$ cat src/rtl/code_seq_arbiter.sv
// Round-robin arbiter that lends one code-sequence recognizer to two requesters,
// streams the granted requester's codes into it and reports a 2-bit verdict.
module code_seq_arbiter #(
    parameter int MAX_CODES    = 16,
    parameter int WATCH_CYCLES = 64
) (
    input  logic        clock,
    input  logic        reset,
    input  logic [1:0]  req_valid,
    input  logic [15:0] req_code,
    output logic [1:0]  req_ready,
    output logic [1:0]  done,
    output logic [1:0]  result,
    output logic        fsm_reset,
    output logic [7:0]  fsm_entrada,
    input  logic [3:0]  fsm_saida
);

    typedef enum logic [1:0] {
        IDLE   = 2'd0,
        STREAM = 2'd1,
        REPORT = 2'd2
    } state_t;

    localparam logic [7:0]  MAX_C   = 8'(MAX_CODES);
    localparam logic [15:0] WATCH_C = 16'(WATCH_CYCLES);

    state_t      state_r;
    logic        grant_r;
    logic        prio_r;
    logic [7:0]  count_r;
    logic [15:0] wdog_r;
    logic [1:0]  result_r;
    logic [1:0]  done_r;

    logic        stream_ok_s;
    logic        accept_s;
    logic [16:0] wdog_next_s;
    logic        watch_hit_s;
    logic [1:0]  grant_onehot_s;

    // Terminal recognizer states map to the reported verdict.
    function automatic logic [1:0] verdict_of(input logic [3:0] saida);
        logic [1:0] v;
        case (saida)
            4'b1001: v = 2'b01;
            4'b1010: v = 2'b10;
            default: v = 2'b11;
        endcase
        return v;
    endfunction

    assign grant_onehot_s = grant_r ? 2'b10 : 2'b01;
    assign stream_ok_s    = (state_r == STREAM) && !fsm_saida[3] &&
                            (count_r < MAX_C) && (wdog_r < WATCH_C);
    assign accept_s       = stream_ok_s && req_valid[grant_r];
    assign wdog_next_s    = {1'b0, wdog_r} + 17'd1;
    assign watch_hit_s    = (wdog_next_s >= {1'b0, WATCH_C});

    assign fsm_reset = (state_r != STREAM);
    assign done      = done_r;
    assign result    = result_r;

    // Handshake and recognizer input follow the live grant; idle code 00 otherwise.
    always_comb begin
        req_ready   = 2'b00;
        fsm_entrada = 8'h00;
        if (stream_ok_s) begin
            req_ready = grant_onehot_s;
        end else begin
            req_ready = 2'b00;
        end
        if (accept_s) begin
            fsm_entrada = grant_r ? req_code[15:8] : req_code[7:0];
        end else begin
            fsm_entrada = 8'h00;
        end
    end

    // Arbitration / transaction state machine with registered verdict and done pulse.
    always_ff @(posedge clock or posedge reset) begin
        if (reset) begin
            state_r  <= IDLE;
            grant_r  <= 1'b0;
            prio_r   <= 1'b0;
            count_r  <= 8'd0;
            wdog_r   <= 16'd0;
            result_r <= 2'b00;
            done_r   <= 2'b00;
        end else begin
            case (state_r)
                IDLE: begin
                    done_r <= 2'b00;
                    if (req_valid != 2'b00) begin
                        grant_r <= (req_valid == 2'b11) ? prio_r : req_valid[1];
                        count_r <= 8'd0;
                        wdog_r  <= 16'd0;
                        state_r <= STREAM;
                    end
                end
                STREAM: begin
                    done_r <= 2'b00;
                    wdog_r <= wdog_next_s[15:0];
                    if (accept_s) begin
                        count_r <= count_r + 8'd1;
                    end
                    // Terminal outranks both timeouts; the code-count check sees the
                    // cycle after the last accept so its result is already observable.
                    if (fsm_saida[3]) begin
                        result_r <= verdict_of(fsm_saida);
                        done_r   <= grant_onehot_s;
                        state_r  <= REPORT;
                    end else if ((count_r == MAX_C) && !accept_s) begin
                        result_r <= 2'b00;
                        done_r   <= grant_onehot_s;
                        state_r  <= REPORT;
                    end else if (watch_hit_s) begin
                        result_r <= 2'b00;
                        done_r   <= grant_onehot_s;
                        state_r  <= REPORT;
                    end
                end
                REPORT: begin
                    done_r  <= 2'b00;
                    prio_r  <= ~grant_r;
                    state_r <= IDLE;
                end
                default: begin
                    done_r  <= 2'b00;
                    state_r <= IDLE;
                end
            endcase
        end
    end

endmodule

$ cat config.mk
export PLATFORM = sky130hd
export DESIGN_NAME = code_seq_arbiter
export DESIGN_NICKNAME = d
export VERILOG_FILES = /design/src/rtl/code_seq_arbiter.sv
export SDC_FILE = /design/constraint.sdc
export NUM_CORES = 1
export LEC_CHECK = 0
export BUFFER_PORTS_ARGS = -buffer_cell sky130_fd_sc_hd__clkbuf_2
export CAP_MARGIN = 20
export CORE_AREA = 2 2 68 70
export DETAILED_ROUTE_END_ITERATION = 6
export DIE_AREA = 0 0 70 72
export GPL_TIMING_DRIVEN = 0
export PLACE_DENSITY = 0.75
export SLEW_MARGIN = 20
export SYNTH_ARGS = -nofsm -noshare
export SYNTH_HDL_FRONTEND = slang
export SYNTH_SLANG_ARGS = --single-unit
export TNS_END_PERCENT = 5
$ cat constraint.sdc
create_clock -name clock -period 2.5 [get_ports clock]
set_clock_uncertainty 0.2 [all_clocks]
set_input_delay 0.25 -clock clock [delete_from_list [all_inputs] [get_ports clock]]
set_output_delay 0.25 -clock clock [all_outputs]
set_load 0.05 [all_outputs]
# Yosys cells after proc, flatten, opt, wreduce, memory -nomap -nowiden
# Index checks and enable logic that the tools add are counted.
[word_totals] reg_bits=32 inputBits=24 out_inout_bits=15
[classes] addsub=2 order_cmp=4 eq_ne=10 muxes=25 bitwise=1 reduce_logical=16
[op_table] cell="$mux 8" count=4
[op_table] cell="$pmux 16 s2" count=1
[op_table] cell="$mux 2" count=13
[op_table] cell="$add 16x1->17 const B" count=1
[op_table] cell="$ge 17x7->1 const B" count=1
[op_table] cell="$lt 16x7->1 const B" count=1
[op_table] cell="$mux 16" count=1
[op_table] cell="$pmux 8 s2" count=1
[op_table] cell="$add 8x1->8 const B" count=1
[op_table] cell="$eq 4x4->1 const B" count=2
[op_table] cell="$eq 8x5->1 const B" count=1
[op_table] cell="$lt 8x5->1 const B" count=1
[op_table] cell="$pmux 2 s2" count=2
[op_table] cell="$reduce_and 2->1" count=4
[op_table] cell="$logic_and 1x1->1" count=5
[op_table] cell="$eq 2x2->1 const B" count=2
[op_table] cell="$ne 2x2->1 const B" count=2
[op_table] cell="$ne 4x3->1 const B" count=1
[op_table] cell="$reduce_bool 2->1" count=2
[op_table] cell="$mux 1" count=3
[op_table] cell="$reduce_and 3->1" count=1
[op_table] cell="$reduce_bool 3->1" count=1
[op_table] cell="$eq 2x1->1 const B" count=1
[op_table] cell="$logic_not 1->1" count=2
[op_table] cell="4 further kinds" count=4

# Depth between registers and ports, before layout
[logic_depth] depth_word=10 mapped_depth=8

# Least setup slack after synthesis
# Ideal clock, no wire load.
[synth_path] path_type="register -> output" start="register wdog_r[12]" end="output fsm_entrada[0]" arrival_ns=2.348 slack_ns=-0.298 stages_incl_launch_ff=6 n_path_buf=2 path_cell_list="dfrtp_1 -> or3_1 -> or4_1 -> clkbuf_1 -> clkbuf_1 -> nor2_1"
[synth_between] elab_chain_len=4
[synth_rtl] element="start, declared" line_no="32" text="logic [15:0] wdog_r;"
[synth_rtl] element="start signal, assigned" line_no="103" text="wdog_r <= wdog_next_s[15:0];"
[synth_rtl] element="$lt 16x7->1" line_no="55" text="(count_r < MAX_C) && (wdog_r < WATCH_C);"
[synth_rtl] element="$logic_and 1x1->1" line_no="55"
[synth_rtl] element="$logic_and 1x1->1" line_no="56" text="assign accept_s = stream_ok_s && req_valid[grant_r];"
[synth_rtl] element="$mux 8" line_no="73" text="if (accept_s) begin"
[synth_rtl] element="end, declared" line_no="15" text="output logic [7:0] fsm_entrada,"
# No other way between the ends.

# Worst setup path in the final report
[layout_path] start="register wdog_r[7]" end="output fsm_entrada[5]"
# Same word-level chain as after synthesis.

==> run metrics <==
Root Driver=clkbuf_8; Main synth FF type=dfrtp_1; GP Congestion=just under 0.9; core area=between 4000 and 5000 sq um; maxcap violations=0; clock buffer depth=2; H-tree levels=2; die height=about 72 microns; syn_nets=about 240; largest net degree at the start of global routing=33; Final nets=roughly 300; minimum clock period=2.60 ns; DRC Markers=0; worst-margin pin slew=approximately 0.66 ns; drt first pass iters=4; Worst-path clk slew=approximately 0.060 ns; ANT cells=0; warnings from Yosys=0; unrepaired setup endpoints after global routing=yes; reg2reg start=wdog_r[3]$_DFFE_PP0P_; share of cells above drive strength 1=0.337; crit share post-route=1.04; hold path start=fsm_saida[1]; Row Count=24; LEAKAGE=1.15 nW; initial antenna violation count=0; Port Buffers=38; Simple-Gate Fraction of Synth Area=0.223; Total GRT Usage=0.211; setup slack after layout=-0.0973 ns; Critical Path Source=wdog_r[7]$_DFFE_PP0P_; maximum vdd drop=0.570 mV; Post-synth EDFFs=0; GRT overflow=0; count of cell types in the netlist=42; Routed wire per std cell=between 15 and 20 microns; Async SR Flop Fraction=1.00; later-pin clock latency in the skew report=a little under 0.3 ns; post-synthesis sequential area ratio=0.430; I/O pin cnt=39; violated checks=negative setup slack; Power Density=between 900 and 1000 nW/um^2; Post-Synth XOR/XNOR Area=0.0282; Starting Density=0.436; area growth from synthesis to layout=37.0%; Critical Path Sink Type=output port; # setup viols final=8; initial detailed-routing violation count=between 100 and 150; run status=finished, violations left; cell total after placement=between 300 and 400; complex-gate fraction of the synthesized area=0.177; largest family of logic cells by synthesized area=simple AND/OR/NAND/NOR gates; Syn Inst Count=216; Die W=approximately 70 microns; drt total wl=between 4 and 5 mm; Max-slew headroom=0.562; CTS buffer count=5; adder-cell share of the synthesized area=0.0202; f_max=roughly 390 MHz; synthesis-stage register bit count=32; antenna viol nets, final=0; CTS tree=built; via count=1795; Hold Path Class=in2reg; Crit Path Max Fanout=5; WS Path Type=reg2out; Non-Filler Instances=around 330; post-detail-place hpwl=around 3.2 mm; CP startpoint kind=flop; final hold violations=0; final-report max-slew violation count=0; vias in the first global route=between 1500 and 2000; first-pass GRT wire length=8.45 mm; mux share of post-synthesis cell area=0.0565; CTS sink cnt=32; vias per inst=approximately 5.5; Avg Cell Area, Syn=8.61 sq um; WP data required=slightly above 2 ns; Final Power=roughly 2.3 mW; Synth Cell Area=approximately 1900 sq um; CP Data Arrival Time=~2.2 ns; die area=roughly 5000 sq um; pre-CTS setup slack=-0.281 ns
==> routing by layer <==
layer	GRT usage	up-vias	part of all wire	routed length, microns
li1	-	867	-	-
met4	0.0833	0	0.020	102
met1	0.260	873	0.42	2100
met2	0.363	43	0.51	2570
met5	0	-	0	0
met3	0.0472	12	0.045	224
==> layout by cell type (no fill, tap or decap), types with 2 or more instances in the layout <==
cell | synthesis | layout
nor3_2 | 0 | 2
ha_1 | 3 | 3
xnor2_1 | 6 | 6
o2111a_1 | 2 | 2
or2_2 | 2 | 2
nor4_2 | 1 | 4
clkbuf_2 | 0 | 31
o21ai_0 | 26 | 26
mux2i_1 | 9 | 9
nor2_1 | 29 | 21
dlygate4sd3_1 | 0 | 2
dfrtp_2 | 0 | 5
nor2_4 | 0 | 8
a41oi_1 | 2 | 2
dfrtp_1 | 32 | 27
a31oi_1 | 5 | 5
o21ai_1 | 3 | 3
o31ai_1 | 2 | 2
clkbuf_1 | 8 | 7
nand4_1 | 5 | 5
nand2_1 | 21 | 21
a21oi_1 | 2 | 2
buf_8 | 0 | 8
o21a_1 | 2 | 2
or4_4 | 1 | 2
buf_4 | 0 | 11
nand3_1 | 7 | 7
and2_1 | 5 | 5
inv_1 | 16 | 15
clkbuf_8 | 0 | 6
==> cell type report <==
type | count | area [sq um]
sequential | 32 | 807
clock buffer | 6 | 72.6
inverter | 16 | 60.1
timing repair buffer | 52 | 387
multi-input combinational | 155 | 1050
clock inverter | 2 | 35.0
buffer | 10 | 68.8
tap | 52 | 65.1
fill | 349 | 1720
==> cells in the mapped netlist (5+ instances only) <==
cell type / n / area (sq um)
xnor2_1: 6 / 52.6
nand3_1: 7 / 35.0
dfrtp_1: 32 / 801
inv_1: 16 / 60.1
o21ai_0: 26 / 130
nor2_1: 29 / 109
nand4_1: 5 / 31.3
nand2_1: 21 / 78.8
mux2i_1: 9 / 90.1
and2_1: 5 / 31.3
a31oi_1: 5 / 31.3
clkbuf_1: 8 / 30.0
==> state kept, by name, indices dropped and copies added, names as in the netlist <==
name / count
count_r: 8
prio_r: 1
wdog_r: 16
state_r: 2
grant_r: 1
result: 2
done: 2
==> worst max-delay path, cell delays in order (launching register included) <==
cell,delay [ns]
dfrtp_1,0.44
nor4_2,0.31
nand2_1,0.12
or4_4,0.54
clkbuf_16,0.20
nor2_4,0.10
buf_8,0.15
==> power breakdown <==
| part | leakage (nW) | switching, mW | total, mW | internal (mW) |
|---|---|---|---|---|
| registers | 0.423 | 0.0839 | 0.699 | 0.616 |
| logic | 0.672 | 0.780 | 1.16 | 0.381 |
| clock network | 0.0552 | 0.191 | 0.487 | 0.295 |
==> worst paths after layout <==
path	slack, ns	endpoint	depth (start not counted)
hold / removal	0.06	result[0]$_DFFE_PP0P_	4
setup / recovery	-0.1	fsm_entrada[5]	6
max in group asynchronous	1.24	wdog_r[8]$_DFFE_PP0P_	3
hold reg to reg	0.31	count_r[7]$_DFFE_PP0P_	1
setup reg to reg	0.01	done[1]$_DFF_PP0_	8
min in group asynchronous	0.40	prio_r$_DFFE_PP0N_	3
==> through the flow <==
step / instance area (sq um) / hold slack (ns) / util / TNS, ns
4_1_cts: 2490 / 0.0570 / 0.585 / -0.530
3_5_place_dp: 2180 / 0.177 / 0.511 / -2.73
6_report: 2550 / 0.0594 / 0.598 / -0.625
5_1_grt: 2550 / 0.0739 / 0.598 / -1.29
2_1_floorplan: 1920 / 0.147 / - / 0
3_3_place_gp: 2180 / 0.270 / 0.511 / -2.27
==> timing repair <==
item	4_1_cts	5_1_grt
hold buffers	2	0
pin swaps	2	2
cloned	1	0
gates resized for setup	31	11
setup buffers	6	5
endpoints found under the hold margin	33	0
setup endpoints to repair	14	13
==> kinds of logic after synthesis <==
kind of cell               count (synthesis)
and+or+nand+nor                           85
DFF                                       32
muxes                                     10
AOI/OAI and AO/OA                         51
adders and majority gates                  3
xor gates and xnor gates                   6
buffers and inverters                     29
Note: power is estimated with default switching activity, not from simulation.
